==> src/rtl/ml_pkg.sv <==
// Shared definitions for the ML accelerator blocks: controller opcodes,
// handshake bit positions and the input-feature FIFO state encoding.
package ml_pkg;

    // Opcodes carried on the 2-bit controller-to-block command bus.
    typedef enum logic [1:0] {
        FSM_IN_NONE  = 2'b00,
        FSM_IN_LOAD  = 2'b01,
        FSM_IN_DRAIN = 2'b10,
        FSM_IN_BOTH  = 2'b11
    } fsm_input_e;

    // Bit positions inside if_fifo_ctrl / if_fifo_resp.
    localparam int CTRL_LOAD_BIT       = 0;
    localparam int CTRL_DRAIN_BIT      = 1;
    localparam int RESP_LOAD_DONE_BIT  = 0;
    localparam int RESP_DRAIN_DONE_BIT = 1;

    // Response codes driven back to the controller.
    localparam logic [1:0] RESP_NONE       = 2'b00;
    localparam logic [1:0] RESP_LOAD_DONE  = 2'b01;
    localparam logic [1:0] RESP_DRAIN_DONE = 2'b10;

    // Input-feature FIFO controller states.
    typedef enum logic [2:0] {
        IFF_IDLE      = 3'd0,
        IFF_LOAD      = 3'd1,
        IFF_LOAD_WAIT = 3'd2,
        IFF_READY     = 3'd3,
        IFF_DRAIN     = 3'd4,
        IFF_DRAINED   = 3'd5
    } if_fifo_state_e;

endpackage

==> src/rtl/ml_sync_fifo.sv <==
// Single-clock first-word-fall-through FIFO. Pointers wrap naturally at
// DEPTH (power of two); storage is intentionally left unreset.
module ml_sync_fifo
    import ml_pkg::*;
#(
    parameter int DATA_W = 16,
    parameter int DEPTH  = 16
) (
    input  logic                       clk,
    input  logic                       rst,
    input  logic                       i_push,
    input  logic [DATA_W-1:0]          i_wdata,
    input  logic                       i_pop,
    output logic [DATA_W-1:0]          o_rdata,
    output logic                       o_full,
    output logic                       o_empty,
    output logic [$clog2(DEPTH):0]     o_count
);

    localparam int PTR_W = $clog2(DEPTH);
    localparam int CNT_W = PTR_W + 1;

    logic [DATA_W-1:0] r_mem [DEPTH];
    logic [PTR_W-1:0]  r_wr_ptr;
    logic [PTR_W-1:0]  r_rd_ptr;
    logic [CNT_W-1:0]  r_count;
    logic              w_do_push;
    logic              w_do_pop;

    assign w_do_push = i_push && !o_full;
    assign w_do_pop  = i_pop && !o_empty;
    assign o_full    = (r_count == CNT_W'(DEPTH));
    assign o_empty   = (r_count == '0);
    assign o_count   = r_count;
    assign o_rdata   = r_mem[r_rd_ptr];

    // Storage write; contents survive reset.
    always_ff @(posedge clk) begin
        if (w_do_push) begin
            r_mem[r_wr_ptr] <= i_wdata;
        end
    end

    // Pointer and occupancy bookkeeping.
    always_ff @(posedge clk) begin
        if (!rst) begin
            r_wr_ptr <= '0;
            r_rd_ptr <= '0;
            r_count  <= '0;
        end else begin
            if (w_do_push) begin
                r_wr_ptr <= r_wr_ptr + PTR_W'(1);
            end
            if (w_do_pop) begin
                r_rd_ptr <= r_rd_ptr + PTR_W'(1);
            end
            case ({w_do_push, w_do_pop})
                2'b10:   r_count <= r_count + CNT_W'(1);
                2'b01:   r_count <= r_count - CNT_W'(1);
                default: r_count <= r_count;
            endcase
        end
    end

endmodule

==> src/rtl/ml_if_fifo.sv <==
// Input-feature buffer: loads a burst of words from SRAM into a local FIFO,
// then streams them to the PE array with a valid/ready handshake while
// stepping the target PE row.
//
// Handshake: a word moves to the PE array on every rising edge where
// pe_if_valid and pe_if_ready are both high; valid never depends on ready,
// and while ready is low the data, row and count are held.
module ml_if_fifo
    import ml_pkg::*;
#(
    parameter int DATA_W = 16,
    parameter int DEPTH  = 16,
    parameter int ADDR_W = 10,
    parameter int Y_DIM  = 15
) (
    input  logic                         clk,
    input  logic                         rst,
    input  logic [1:0]                   if_fifo_ctrl,
    output logic [1:0]                   if_fifo_resp,
    input  logic [ADDR_W-1:0]            base_addr,
    input  logic [$clog2(DEPTH):0]       load_len,
    output logic                         sram_rd_en,
    output logic [ADDR_W-1:0]            sram_rd_addr,
    input  logic [DATA_W-1:0]            sram_rd_data,
    output logic [DATA_W-1:0]            pe_if_data,
    output logic                         pe_if_valid,
    input  logic                         pe_if_ready,
    output logic [$clog2(Y_DIM)-1:0]     pe_if_row,
    output logic [$clog2(DEPTH):0]       fifo_count,
    output if_fifo_state_e               dbg_state
);

    localparam int LEN_W = $clog2(DEPTH) + 1;
    localparam int ROW_W = $clog2(Y_DIM);

    if_fifo_state_e     r_state;
    logic [ADDR_W-1:0]  r_base;
    logic [LEN_W-1:0]   r_len;
    logic [LEN_W-1:0]   r_issue;
    logic               r_rd_en;
    logic               r_rd_pend;
    logic [1:0]         r_resp;
    logic [ROW_W-1:0]   r_row;

    logic [LEN_W-1:0]   w_len_eff;
    logic               w_last_issue;
    logic               w_push;
    logic               w_pop;
    logic               w_full;
    logic               w_empty;
    logic [LEN_W-1:0]   w_count;

    // Zero or oversized lengths mean "fill the whole buffer".
    assign w_len_eff    = ((load_len == '0) || (load_len > LEN_W'(DEPTH)))
                          ? LEN_W'(DEPTH) : load_len;
    assign w_last_issue = (r_issue == (r_len - LEN_W'(1)));

    // Read data lands one cycle after its strobe; r_rd_pend marks that cycle.
    assign w_push       = r_rd_pend && !w_full;
    assign pe_if_valid  = (r_state == IFF_DRAIN) && !w_empty;
    assign w_pop        = pe_if_valid && pe_if_ready;

    assign sram_rd_en   = r_rd_en;
    assign sram_rd_addr = r_base + ADDR_W'(r_issue);
    assign if_fifo_resp = r_resp;
    assign pe_if_row    = r_row;
    assign fifo_count   = w_count;
    assign dbg_state    = r_state;

    ml_sync_fifo #(
        .DATA_W (DATA_W),
        .DEPTH  (DEPTH)
    ) u_fifo (
        .clk     (clk),
        .rst     (rst),
        .i_push  (w_push),
        .i_wdata (sram_rd_data),
        .i_pop   (w_pop),
        .o_rdata (pe_if_data),
        .o_full  (w_full),
        .o_empty (w_empty),
        .o_count (w_count)
    );

    // Load/drain sequencer with registered strobe, response and row outputs.
    always_ff @(posedge clk) begin
        if (!rst) begin
            r_state   <= IFF_IDLE;
            r_base    <= '0;
            r_len     <= '0;
            r_issue   <= '0;
            r_rd_en   <= 1'b0;
            r_rd_pend <= 1'b0;
            r_resp    <= RESP_NONE;
            r_row     <= '0;
        end else begin
            r_rd_pend <= r_rd_en;
            case (r_state)
                IFF_IDLE: begin
                    if (if_fifo_ctrl[CTRL_LOAD_BIT]) begin
                        r_state <= IFF_LOAD;
                        r_base  <= base_addr;
                        r_len   <= w_len_eff;
                        r_issue <= '0;
                        r_rd_en <= 1'b1;
                    end
                end
                IFF_LOAD: begin
                    r_issue <= r_issue + LEN_W'(1);
                    if (w_last_issue) begin
                        r_state <= IFF_LOAD_WAIT;
                        r_rd_en <= 1'b0;
                    end
                end
                IFF_LOAD_WAIT: begin
                    r_state <= IFF_READY;
                    r_resp  <= RESP_LOAD_DONE;
                end
                IFF_READY: begin
                    if (if_fifo_ctrl[CTRL_DRAIN_BIT]) begin
                        r_state <= IFF_DRAIN;
                        r_resp  <= RESP_NONE;
                        r_row   <= '0;
                    end
                end
                IFF_DRAIN: begin
                    if (w_pop) begin
                        r_row <= (r_row == ROW_W'(Y_DIM - 1)) ? '0 : r_row + ROW_W'(1);
                        if (w_count == LEN_W'(1)) begin
                            r_state <= IFF_DRAINED;
                            r_resp  <= RESP_DRAIN_DONE;
                        end
                    end else if (w_empty) begin
                        r_state <= IFF_DRAINED;
                        r_resp  <= RESP_DRAIN_DONE;
                    end
                end
                IFF_DRAINED: begin
                    if (if_fifo_ctrl == FSM_IN_NONE) begin
                        r_state <= IFF_IDLE;
                        r_resp  <= RESP_NONE;
                    end
                end
                default: begin
                    r_state <= IFF_IDLE;
                    r_rd_en <= 1'b0;
                    r_resp  <= RESP_NONE;
                end
            endcase
        end
    end

endmodule

==> config.mk <==
export PLATFORM = sky130hd
export DESIGN_NAME = ml_if_fifo
export DESIGN_NICKNAME = d
export VERILOG_FILES = /design/src/rtl/ml_pkg.sv /design/src/rtl/ml_sync_fifo.sv /design/src/rtl/ml_if_fifo.sv
export SDC_FILE = /design/constraint.sdc
export NUM_CORES = 1
export LEC_CHECK = 0
export ABC_AREA = 1
export ABC_CLOCK_PERIOD_IN_PS = 2100
export BUFFER_PORTS_ARGS = -buffer_cell sky130_fd_sc_hd__buf_2
export CAP_MARGIN = 20
export CORE_ASPECT_RATIO = 0.9
export CORE_MARGIN = 8
export CORE_UTILIZATION = 52
export CTS_BUF_LIST = sky130_fd_sc_hd__clkbuf_8
export DETAILED_ROUTE_END_ITERATION = 10
export HOLD_SLACK_MARGIN = 0.03
export PLACE_DENSITY = 0.73
export SLEW_MARGIN = 20
export SYNTH_ARGS = -nofsm -noshare
export SYNTH_HDL_FRONTEND = slang
export SYNTH_HIERARCHICAL = 1
export SYNTH_SLANG_ARGS = --single-unit
export TNS_END_PERCENT = 1
==> constraint.sdc <==
create_clock -name clk -period 2.1 [get_ports clk]
set_input_delay 0.21 -clock clk [delete_from_list [all_inputs] [get_ports clk]]
set_output_delay 0.21 -clock clk [all_outputs]
set_load 0.01 [all_outputs]
==> results.rst, run 1 <==
.. list-table::
   :header-rows: 1

   * - Metric
     - Value
   * - Wire length of the first global-routing pass
     - 48.1 mm
   * - Distinct cell type count of the synthesized netlist
     - 39
   * - Clock insertion delay at the later pin of the skew report
     - 540 ps
   * - Internal power contribution
     - 10.3 mW
   * - Wire length after detailed routing
     - 31.4 mm
   * - Type of the worst min-delay path
     - input pin to flip-flop
   * - Core region area
     - 25000 um2
   * - Final Power
     - 14.3 mW
   * - Kind of start point of the critical path
     - flip-flop
   * - Number of hold violations in the final report
     - 0
   * - Period utilisation layout
     - 116%
   * - Logic pwr share
     - 18.7%
   * - RSZ-0062 raised after global routing
     - true
   * - Final HPWL DP
     - 19.5 mm
   * - Maximum number of pins on one net before global-route repair
     - 39
   * - Final worst slack
     - -341 ps
   * - I/O pin cnt
     - 78
   * - Post-Place Worst Slack
     - -85.5 ps
   * - Width of the die
     - 183 um
   * - Number of search-and-repair iterations in the first detailed-routing pass
     - 5
   * - Fin nets
     - 1335
   * - Final critical delay including setup and external delays
     - 2440 ps
   * - Remaining antenna violation count
     - 0
   * - Final hold slack
     - 54.3 ps
   * - Highest cell delay on the worst timing path
     - 380 ps
   * - Data required, critical path
     - 1890 ps
   * - Normalized max-slew margin
     - 71.6%
   * - Worst reg2reg setup slack
     - 60 ps
   * - Clock Skews
     - 21.0 ps
   * - Highest achievable clock rate
     - 0.410 GHz
   * - Max-cap check violation count
     - 0
   * - Starting DRT DRC Count
     - 792
   * - Critical path type
     - flip-flop to output port
   * - LEAKAGE
     - 5.96 nW
   * - Ant diodes
     - 0
   * - Maximum fanout along the worst path
     - 2
   * - Switching share of power
     - 28.2%
   * - Clock share of power
     - 32.6%
   * - Crit Reg-Reg Startpoint
     - u_fifo/o_count[0]
   * - Clock tree from TritonCTS
     - yes
   * - Failing checks
     - setup timing
   * - Initial Utilization
     - 52.5%
   * - Total negative slack
     - -3140 ps
   * - Endpoint of the most critical setup path
     - sram_rd_addr[8]
   * - Vias per cell
     - 5.44
   * - Deepest level of the CTS H-tree
     - 2
   * - # port buffers
     - 77
   * - Critical path, cell by cell
     - ha_4, fa_2, nand3_2, nand3_2, a21oi_2, nor2_2, nand3_2, xor2_1, buf_2
   * - Sequential power share
     - 48.7%
   * - Terminus of the critical flop-to-flop path
     - u_fifo/o_count[4]
   * - Status
     - complete, but fails checks
   * - VDD IR-drop max
     - 0.504 mV
   * - Fraction of layout cells with a size suffix above 1
     - 25.7%
   * - Clk pin slew, worst setup/hold paths
     - 60 ps
   * - Portion of the post-synthesis area used by sequential elements
     - 65.9%
   * - Syn Nets
     - 1141
   * - CP Capture Type
     - output port
   * - Launching element of the worst setup path
     - r_issue[0]
   * - Final Wtd Congestion
     - 0.847
   * - Crit path top cell by count
     - sky130_fd_sc_hd__nand3_2
   * - Number of sinks handled by clock tree synthesis
     - 304
   * - Data arrival time at the worst-slack endpoint
     - 2230 ps
   * - GRT Residual Overflow
     - 0
   * - Flip-flop and latch count after synthesis
     - 304
   * - Num CTS Buffers
     - 50
   * - Routed vias
     - 9023
   * - Number of global-route vias before repair
     - 9044
   * - CTS root buf
     - sky130_fd_sc_hd__clkbuf_8
   * - Synthesized instance count
     - 1086
   * - Setup Viol. Count Final
     - 21
   * - Die height
     - 167 um
   * - Row count
     - 55
   * - Critical Path Slowest Stage Cell
     - sky130_fd_sc_hd__fa_2
   * - Die outline area
     - 30600 um2
   * - Post-synthesis instance area
     - 13100 um2
   * - Mean instance size in the synthesized netlist
     - 12.1 um2
   * - Post-placement cell count
     - 1537
   * - Net switching component of the power
     - 4.03 mW
   * - Number of antenna violations at the first check in global routing
     - 0
   * - Layout Cells excl Fill
     - 1660
   * - Transition time at the pin with the least slew margin
     - 425 ps
   * - DR DRC count
     - 0
   * - Area Overhead vs Synth
     - 21.2%
   * - Power density over the cells
     - 900 nW/um2
   * - GRT Overall Usage
     - 19.7%
   * - R2R depth
     - 19
   * - Total number of yosys warnings
     - 6
   * - Per-cell routed wire length
     - 18.9 um
   * - Slew Viols, Final
     - 0
   * - Deepest clock path buffer count
     - 3
how the worst min path moves through the flow:
| stage | start | end | slack [ps] | cells after the start |
|---|---|---|---|---|
| final | sram_rd_data[11] | u_fifo/r_mem[3][11] | 50 | 1 |
| after CTS | sram_rd_data[11] | u_fifo/r_mem[1][11] | 30 | 1 |
| after detailed placement | base_addr[0] | r_base[0] | 440 | 3 |
| after global routing | sram_rd_data[11] | u_fifo/r_mem[12][11] | 40 | 1 |
| after global placement | base_addr[7] | r_base[7] | 430 | 3 |
| after floorplan | sram_rd_data[0] | u_fifo/r_mem[0][0] | 310 | 0 |
final cells by class:
type                       count  area [um2]
clock inverter                38         181
timing repair buffer         191        1520
sequential                   304        8670
fill                        1884        9080
clock buffer                  52         716
inverter                     135         509
multi-input combinational    598        3870
tap                          342         428
through the flow:
stage / utilization [%] / cell area [um2]
after floorplan: - / 13100
after global placement: 57.5 / 14400
after detailed placement: 57.5 / 14400
after CTS: 62.4 / 15600
after global routing: 63.6 / 15900
final: 63.6 / 15900
state kept, by name, summed over array words and instances (netlist names), 4 cells and up, named ones only:
| register | cells |
|---|---|
| u_fifo/r_mem | 256 |
| u_fifo/r_wr_ptr | 4 |
| pe_if_row | 4 |
| r_len | 5 |
| u_fifo/o_count | 5 |
| r_issue | 5 |
| r_base | 10 |
| u_fifo/r_rd_ptr | 4 |
routing by layer:
layer  track usage (%)  share of wire (%)  up-vias
li1                  -                  -     4273
met1              26.6                 42     4379
met2              31.6                 49      318
met3              3.46                6.8       53
met4              7.07                2.1        0
met5                 0                  0        -
cell usage after synthesis:
| master | count | area (um2) |
|---|---|---|
| sky130_fd_sc_hd__o211ai_1 | 65 | 488 |
| sky130_fd_sc_hd__nand3_2 | 4 | 40.0 |
| sky130_fd_sc_hd__nand2_2 | 10 | 62.6 |
| sky130_fd_sc_hd__a31oi_1 | 1 | 6.26 |
| sky130_fd_sc_hd__xor2_1 | 13 | 114 |
| sky130_fd_sc_hd__nand4_1 | 9 | 56.3 |
| sky130_fd_sc_hd__a221oi_2 | 1 | 15.0 |
| sky130_fd_sc_hd__clkbuf_1 | 24 | 90.1 |
| sky130_fd_sc_hd__a31o_2 | 1 | 8.76 |
| sky130_fd_sc_hd__or2_2 | 1 | 6.26 |
| sky130_fd_sc_hd__nor2_2 | 4 | 25.0 |
| sky130_fd_sc_hd__a21oi_1 | 92 | 460 |
| sky130_fd_sc_hd__a211oi_2 | 5 | 62.6 |
| sky130_fd_sc_hd__mux2i_1 | 64 | 641 |
| sky130_fd_sc_hd__nor3b_2 | 1 | 12.5 |
| sky130_fd_sc_hd__nor3_2 | 1 | 10.0 |
| sky130_fd_sc_hd__buf_8 | 1 | 15.0 |
| sky130_fd_sc_hd__nor3_1 | 2 | 10.0 |
| sky130_fd_sc_hd__nand2_1 | 83 | 312 |
| sky130_fd_sc_hd__inv_1 | 125 | 469 |
| sky130_fd_sc_hd__nand2_4 | 2 | 22.5 |
| sky130_fd_sc_hd__edfxtp_1 | 256 | 7690 |
| sky130_fd_sc_hd__buf_2 | 9 | 45.0 |
| sky130_fd_sc_hd__o21ai_1 | 10 | 50.1 |
| sky130_fd_sc_hd__dfxtp_1 | 48 | 961 |
| sky130_fd_sc_hd__or4_1 | 1 | 7.51 |
| sky130_fd_sc_hd__buf_6 | 6 | 67.6 |
| sky130_fd_sc_hd__nand3_1 | 41 | 205 |
| sky130_fd_sc_hd__buf_1 | 2 | 7.51 |
| sky130_fd_sc_hd__o21ai_2 | 1 | 8.76 |
| sky130_fd_sc_hd__a211oi_1 | 1 | 7.51 |
| sky130_fd_sc_hd__o21ai_0 | 97 | 485 |
| sky130_fd_sc_hd__fa_1 | 1 | 20.0 |
| sky130_fd_sc_hd__buf_12 | 3 | 60.1 |
| sky130_fd_sc_hd__inv_2 | 10 | 37.5 |
| sky130_fd_sc_hd__nor2_1 | 65 | 244 |
| sky130_fd_sc_hd__buf_4 | 4 | 30.0 |
| sky130_fd_sc_hd__nor2_4 | 4 | 45.0 |
| sky130_fd_sc_hd__ha_1 | 18 | 225 |
critical path, delay by kind of cell, from the launching register on:
| family | cells | cell delay [ps] |
|---|---|---|
| and+or+nand+nor | 4 | 300 |
| adders and majority gates | 2 | 550 |
| AOI/OAI and AO/OA | 1 | 170 |
| DFF | 1 | 350 |
| xor gates and xnor gates | 1 | 160 |
| buffers and inverters | 1 | 160 |
timing repair:
item / in CTS / in global routing
cloned: 0 / 4
pin swaps: 7 / 11
endpoints found under the hold margin: 20 / 0
endpoints found under the setup margin: 86 / 283
gates resized for setup: 40 / 45
hold buffers: 17 / 0
buffers inserted: 4 / 8
layout by cell type, fill, tap and decap left out, types with 9 or more instances in the layout:
| cell | Yosys | layout |
|---|---|---|
| sky130_fd_sc_hd__edfxtp_1 | 256 | 256 |
| sky130_fd_sc_hd__inv_1 | 125 | 141 |
| sky130_fd_sc_hd__a21oi_1 | 92 | 86 |
| sky130_fd_sc_hd__o21ai_0 | 97 | 82 |
| sky130_fd_sc_hd__nand2_1 | 83 | 76 |
| sky130_fd_sc_hd__buf_2 | 9 | 75 |
| sky130_fd_sc_hd__buf_4 | 4 | 72 |
| sky130_fd_sc_hd__o211ai_1 | 65 | 65 |
| sky130_fd_sc_hd__mux2i_1 | 64 | 62 |
| sky130_fd_sc_hd__clkbuf_8 | 0 | 52 |
| sky130_fd_sc_hd__nor2_1 | 65 | 45 |
| sky130_fd_sc_hd__dfxtp_1 | 48 | 40 |
| sky130_fd_sc_hd__nand3_1 | 41 | 38 |
| sky130_fd_sc_hd__nor2_2 | 4 | 22 |
| sky130_fd_sc_hd__o21ai_1 | 10 | 22 |
| sky130_fd_sc_hd__nand2_2 | 10 | 17 |
| sky130_fd_sc_hd__dlygate4sd3_1 | 0 | 17 |
| sky130_fd_sc_hd__ha_1 | 18 | 13 |
| sky130_fd_sc_hd__buf_6 | 6 | 13 |
| sky130_fd_sc_hd__clkinv_1 | 0 | 12 |
| sky130_fd_sc_hd__xor2_1 | 13 | 10 |
| sky130_fd_sc_hd__inv_2 | 10 | 10 |
| sky130_fd_sc_hd__nand4_1 | 9 | 9 |
logic make-up after synthesis:
kind of cell / synth area share, %
AOI/OAI and AO/OA: 12.1
xor gates and xnor gates: 0.868
adders and majority gates: 1.87
buffers and inverters: 6.26
DFF: 65.9
muxes: 4.88
and+or+nand+nor: 8.07
power groups by stage:
stage,registers (mW),logic [mW],clock network (mW)
after floorplan,7.12,1.52,0
after global placement,7.06,2.43,0
after detailed placement,7.07,2.49,0
after CTS,6.95,2.59,4.73
after global routing,6.99,2.98,5.01
final,6.97,2.68,4.66
Note: power is estimated with default switching activity, not from simulation.
==> run 2, diff against run 1 <==
--- a/config.mk
+++ b/config.mk
@@ -7,7 +7,7 @@
 export LEC_CHECK = 0
 export ABC_AREA = 1
 export ABC_CLOCK_PERIOD_IN_PS = 2100
-export BUFFER_PORTS_ARGS = -buffer_cell sky130_fd_sc_hd__buf_2
+export BUFFER_PORTS_ARGS = -buffer_cell sky130_fd_sc_hd__clkbuf_2
 export CAP_MARGIN = 20
 export CORE_ASPECT_RATIO = 0.9
 export CORE_MARGIN = 8
==> run 2 against run 1 <==
The run still ends with setup timing left. Sequential power is essentially flat. Maximum frequency is 1.9% higher. Flip-flop and latch count is the same. Largest cell class unchanged. Largest power group unchanged. Highest routed layer unchanged.
==> results.rst, run 2 (synthesis results as in run 1) <==
.. list-table::
   :header-rows: 1

   * - Metric
     - Value
   * - Total negative slack
     - -3400 ps (-261 ps)
   * - Final non-filler cell area
     - 15700 um2 (-1.5%)
   * - Power density over the cells
     - 923 nW/um2 (+2.6%)
   * - Final Power
     - 14.5 mW (+1.0%)
   * - GRT Overall Usage
     - 18.9% (-0.82 points)
   * - Number of sinks handled by clock tree synthesis
     - 304 (unchanged)
   * - Highest achievable clock rate
     - 0.417 GHz (+1.9%)
   * - Number of hold violations in the final report
     - 0 (unchanged)
   * - CTS root buf
     - sky130_fd_sc_hd__clkbuf_8
   * - Dominant delay contributor by cell family on the critical path
     - flip-flops
   * - Data arrival time at the worst-slack endpoint
     - 2190 ps (-40 ps)
   * - Setup Viol. Count Final
     - 22 (+4.8%)
   * - Max-cap check violation count
     - 0 (unchanged)
   * - Slew Viols, Final
     - 0 (unchanged)
   * - Number of buffer and inverter stages on the critical path
     - 2 (+1)
   * - Post-Place Worst Slack
     - -86.1 ps (-0.596 ps)
   * - Maximum fanout along the worst path
     - 45 (+43)
   * - Clock tree from TritonCTS
     - yes
   * - Final HPWL DP
     - 18.1 mm (-7.4%)
   * - Highest cell delay on the worst timing path
     - 480 ps (+100 ps)
   * - Most flop-heavy register
     - u_fifo/r_mem
   * - Fin nets
     - 1312 (-1.7%)
   * - Post-placement cell count
     - 1525 (-0.78%)
   * - Most common cell after layout, fill and taps aside
     - sky130_fd_sc_hd__edfxtp_1
   * - Commonest cells after routing, fill and taps aside
     - 256 x sky130_fd_sc_hd__edfxtp_1, 141 x sky130_fd_sc_hd__inv_1, 90 x sky130_fd_sc_hd__a21oi_1, 90 x sky130_fd_sc_hd__o21ai_0, 79 x sky130_fd_sc_hd__nand2_1
   * - Deepest level of the CTS H-tree
     - 2 (unchanged)
   * - Final critical delay including setup and external delays
     - 2400 ps (-45.6 ps)
   * - Fraction of layout cells with a size suffix above 1
     - 23.6% (-2.1 points)
   * - Final hold slack
     - 85.3 ps (+30.9 ps)
   * - Final worst slack
     - -296 ps (+45.6 ps)
   * - Remaining antenna violation count
     - 0 (unchanged)
   * - GRT Residual Overflow
     - 0 (unchanged)
   * - Data required, critical path
     - 1890 ps (about the same)
   * - DP Area
     - 14300 um2 (-0.37%)
   * - Maximum number of pins on one net before global-route repair
     - 90 (+130%)
   * - Number of antenna violations at the first check in global routing
     - 0 (unchanged)
   * - I/O pin cnt
     - 78 (unchanged)
   * - Normalized max-slew margin
     - 69.2% (-2.4 points)
   * - Flip-flop count of the largest register, all copies and words added
     - 256 (unchanged)
   * - Transition time at the pin with the least slew margin
     - 461 ps (+36.2 ps)
   * - CP Capture Type
     - output port
   * - VDD IR-drop max
     - 0.591 mV (+17%)
   * - Wire length after detailed routing
     - 29.9 mm (-4.8%)
   * - Layout Cells excl Fill
     - 1634 (-1.6%)
   * - Num CTS Buffers
     - 50 (unchanged)
   * - Crit Reg-Reg Startpoint
     - u_fifo/o_count[0]
   * - Number of search-and-repair iterations in the first detailed-routing pass
     - 5 (unchanged)
   * - LEAKAGE
     - 5.83 nW (-2.2%)
   * - RSZ-0062 raised after global routing
     - true
   * - Width of the die
     - 183 um (unchanged)
   * - Largest regs
     - u_fifo/r_mem: 256 flops, r_base: 10 flops
   * - Clock insertion delay at the later pin of the skew report
     - 560 ps (+20 ps)
   * - Row count
     - 55 (unchanged)
   * - Type of the worst min-delay path
     - input pin to flip-flop
   * - Ant diodes
     - 0 (unchanged)
   * - Core region area
     - 25000 um2 (unchanged)
   * - Number of global-route vias before repair
     - 8637 (-4.5%)
   * - DR DRC count
     - 0 (unchanged)
   * - # port buffers
     - 77 (unchanged)
   * - Critical path, cell by cell
     - buf_16, mux2i_2, o21ai_0, o211ai_1, nand2_1, clkbuf_2
   * - Initial Utilization
     - 52.5% (unchanged)
   * - Per-cell routed wire length
     - 18.3 um (-3.2%)
   * - Area Overhead vs Synth
     - 19.3%
   * - Period utilisation layout
     - 114% (-2.2 points)
   * - Failing checks
     - setup timing
   * - Routed vias
     - 8909 (-1.3%)
   * - Worst Min Path Start
     - sram_rd_data[7]
   * - Final Wtd Congestion
     - 0.844 (-0.35%)
   * - Deepest clock path buffer count
     - 3 (unchanged)
   * - Critical path type
     - flip-flop to output port
   * - Die outline area
     - 30600 um2 (unchanged)
   * - Final Core Density
     - 62.7% (-0.97 points)
   * - Critical Path Slowest Stage Cell
     - sky130_fd_sc_hd__dfxtp_4
   * - Wire length of the first global-routing pass
     - 45.8 mm (-4.7%)
   * - Die height
     - 167 um (unchanged)
   * - Clock Skews
     - 31.4 ps (+10.4 ps)
   * - Kind of start point of the critical path
     - flip-flop
   * - Starting DRT DRC Count
     - 620 (-22%)
   * - Status
     - complete, but fails checks
   * - Clk pin slew, worst setup/hold paths
     - 60 ps (about the same)
   * - Vias per cell
     - 5.45 (+0.31%)
==> run 2: cell count changes in the layout (fill, tap and decap cells not counted), moves of 3 or more <==
cell                       before  now
sky130_fd_sc_hd__clkbuf_2       0   71
sky130_fd_sc_hd__a21oi_2        6    2
sky130_fd_sc_hd__clkinv_1      12    7
sky130_fd_sc_hd__nand2_1       76   79
sky130_fd_sc_hd__a21oi_1       86   90
sky130_fd_sc_hd__buf_2         75    5
sky130_fd_sc_hd__buf_4         72   57
sky130_fd_sc_hd__nand2_2       17   14
sky130_fd_sc_hd__o21ai_0       82   90
sky130_fd_sc_hd__buf_6         13    5
sky130_fd_sc_hd__o21ai_1       22   16
==> run 2: final cells by class <==
cell class | count | area, um2
clock buffers | 52 | 716
well taps | 342 | 428
repair buffers | 168 | 1310
clock inverters | 35 | 224
flip-flops and latches | 304 | 8670
inverters | 135 | 513
fillers | 1909 | 9320
multi-input cells | 598 | 3800
==> run 2: final timing paths <==
check                  endpoint  slack, ps  cells after the start
min          u_fifo/r_mem[0][7]         90                      1
max               pe_if_data[7]       -300                      6
min reg2reg     if_fifo_resp[0]        450                      2
max reg2reg   u_fifo/o_count[4]         30                     17
==> run 2: worst register-to-register path, delay by kind of cell, from the launching register on <==
family	cells	cell delay [ps]
adders and majority gates	2	520
DFF	1	320
buffers and inverters	6	310
and+or+nand+nor	9	830
==> run 2: per-layer routing <==
layer  up-vias  global-route usage [%]  part of all wire (%)
met5         -                       0                     0
met4         0                    6.29                   1.9
met3        44                    3.59                   6.8
met2       294                    30.6                    48
met1      4342                    25.1                    43
li1       4229                       -                     -
==> run 2: timing repair <==
| item | in CTS | in global routing |
|---|---|---|
| pin swaps | 7 | 6 |
| hold buffers | 17 | 0 |
| endpoints found under the hold margin | 17 | 0 |
| setup endpoints to repair | 32 | 196 |
| buffers inserted | 3 | 0 |
| gates cloned | 0 | 2 |
| gates resized for setup | 31 | 22 |
==> run 2: power breakdown <==
group | total, mW | switching (mW) | internal (mW)
registers | 6.96 | 0.165 | 6.80
logic | 2.61 | 1.59 | 1.02
clock network | 4.88 | 2.22 | 2.66
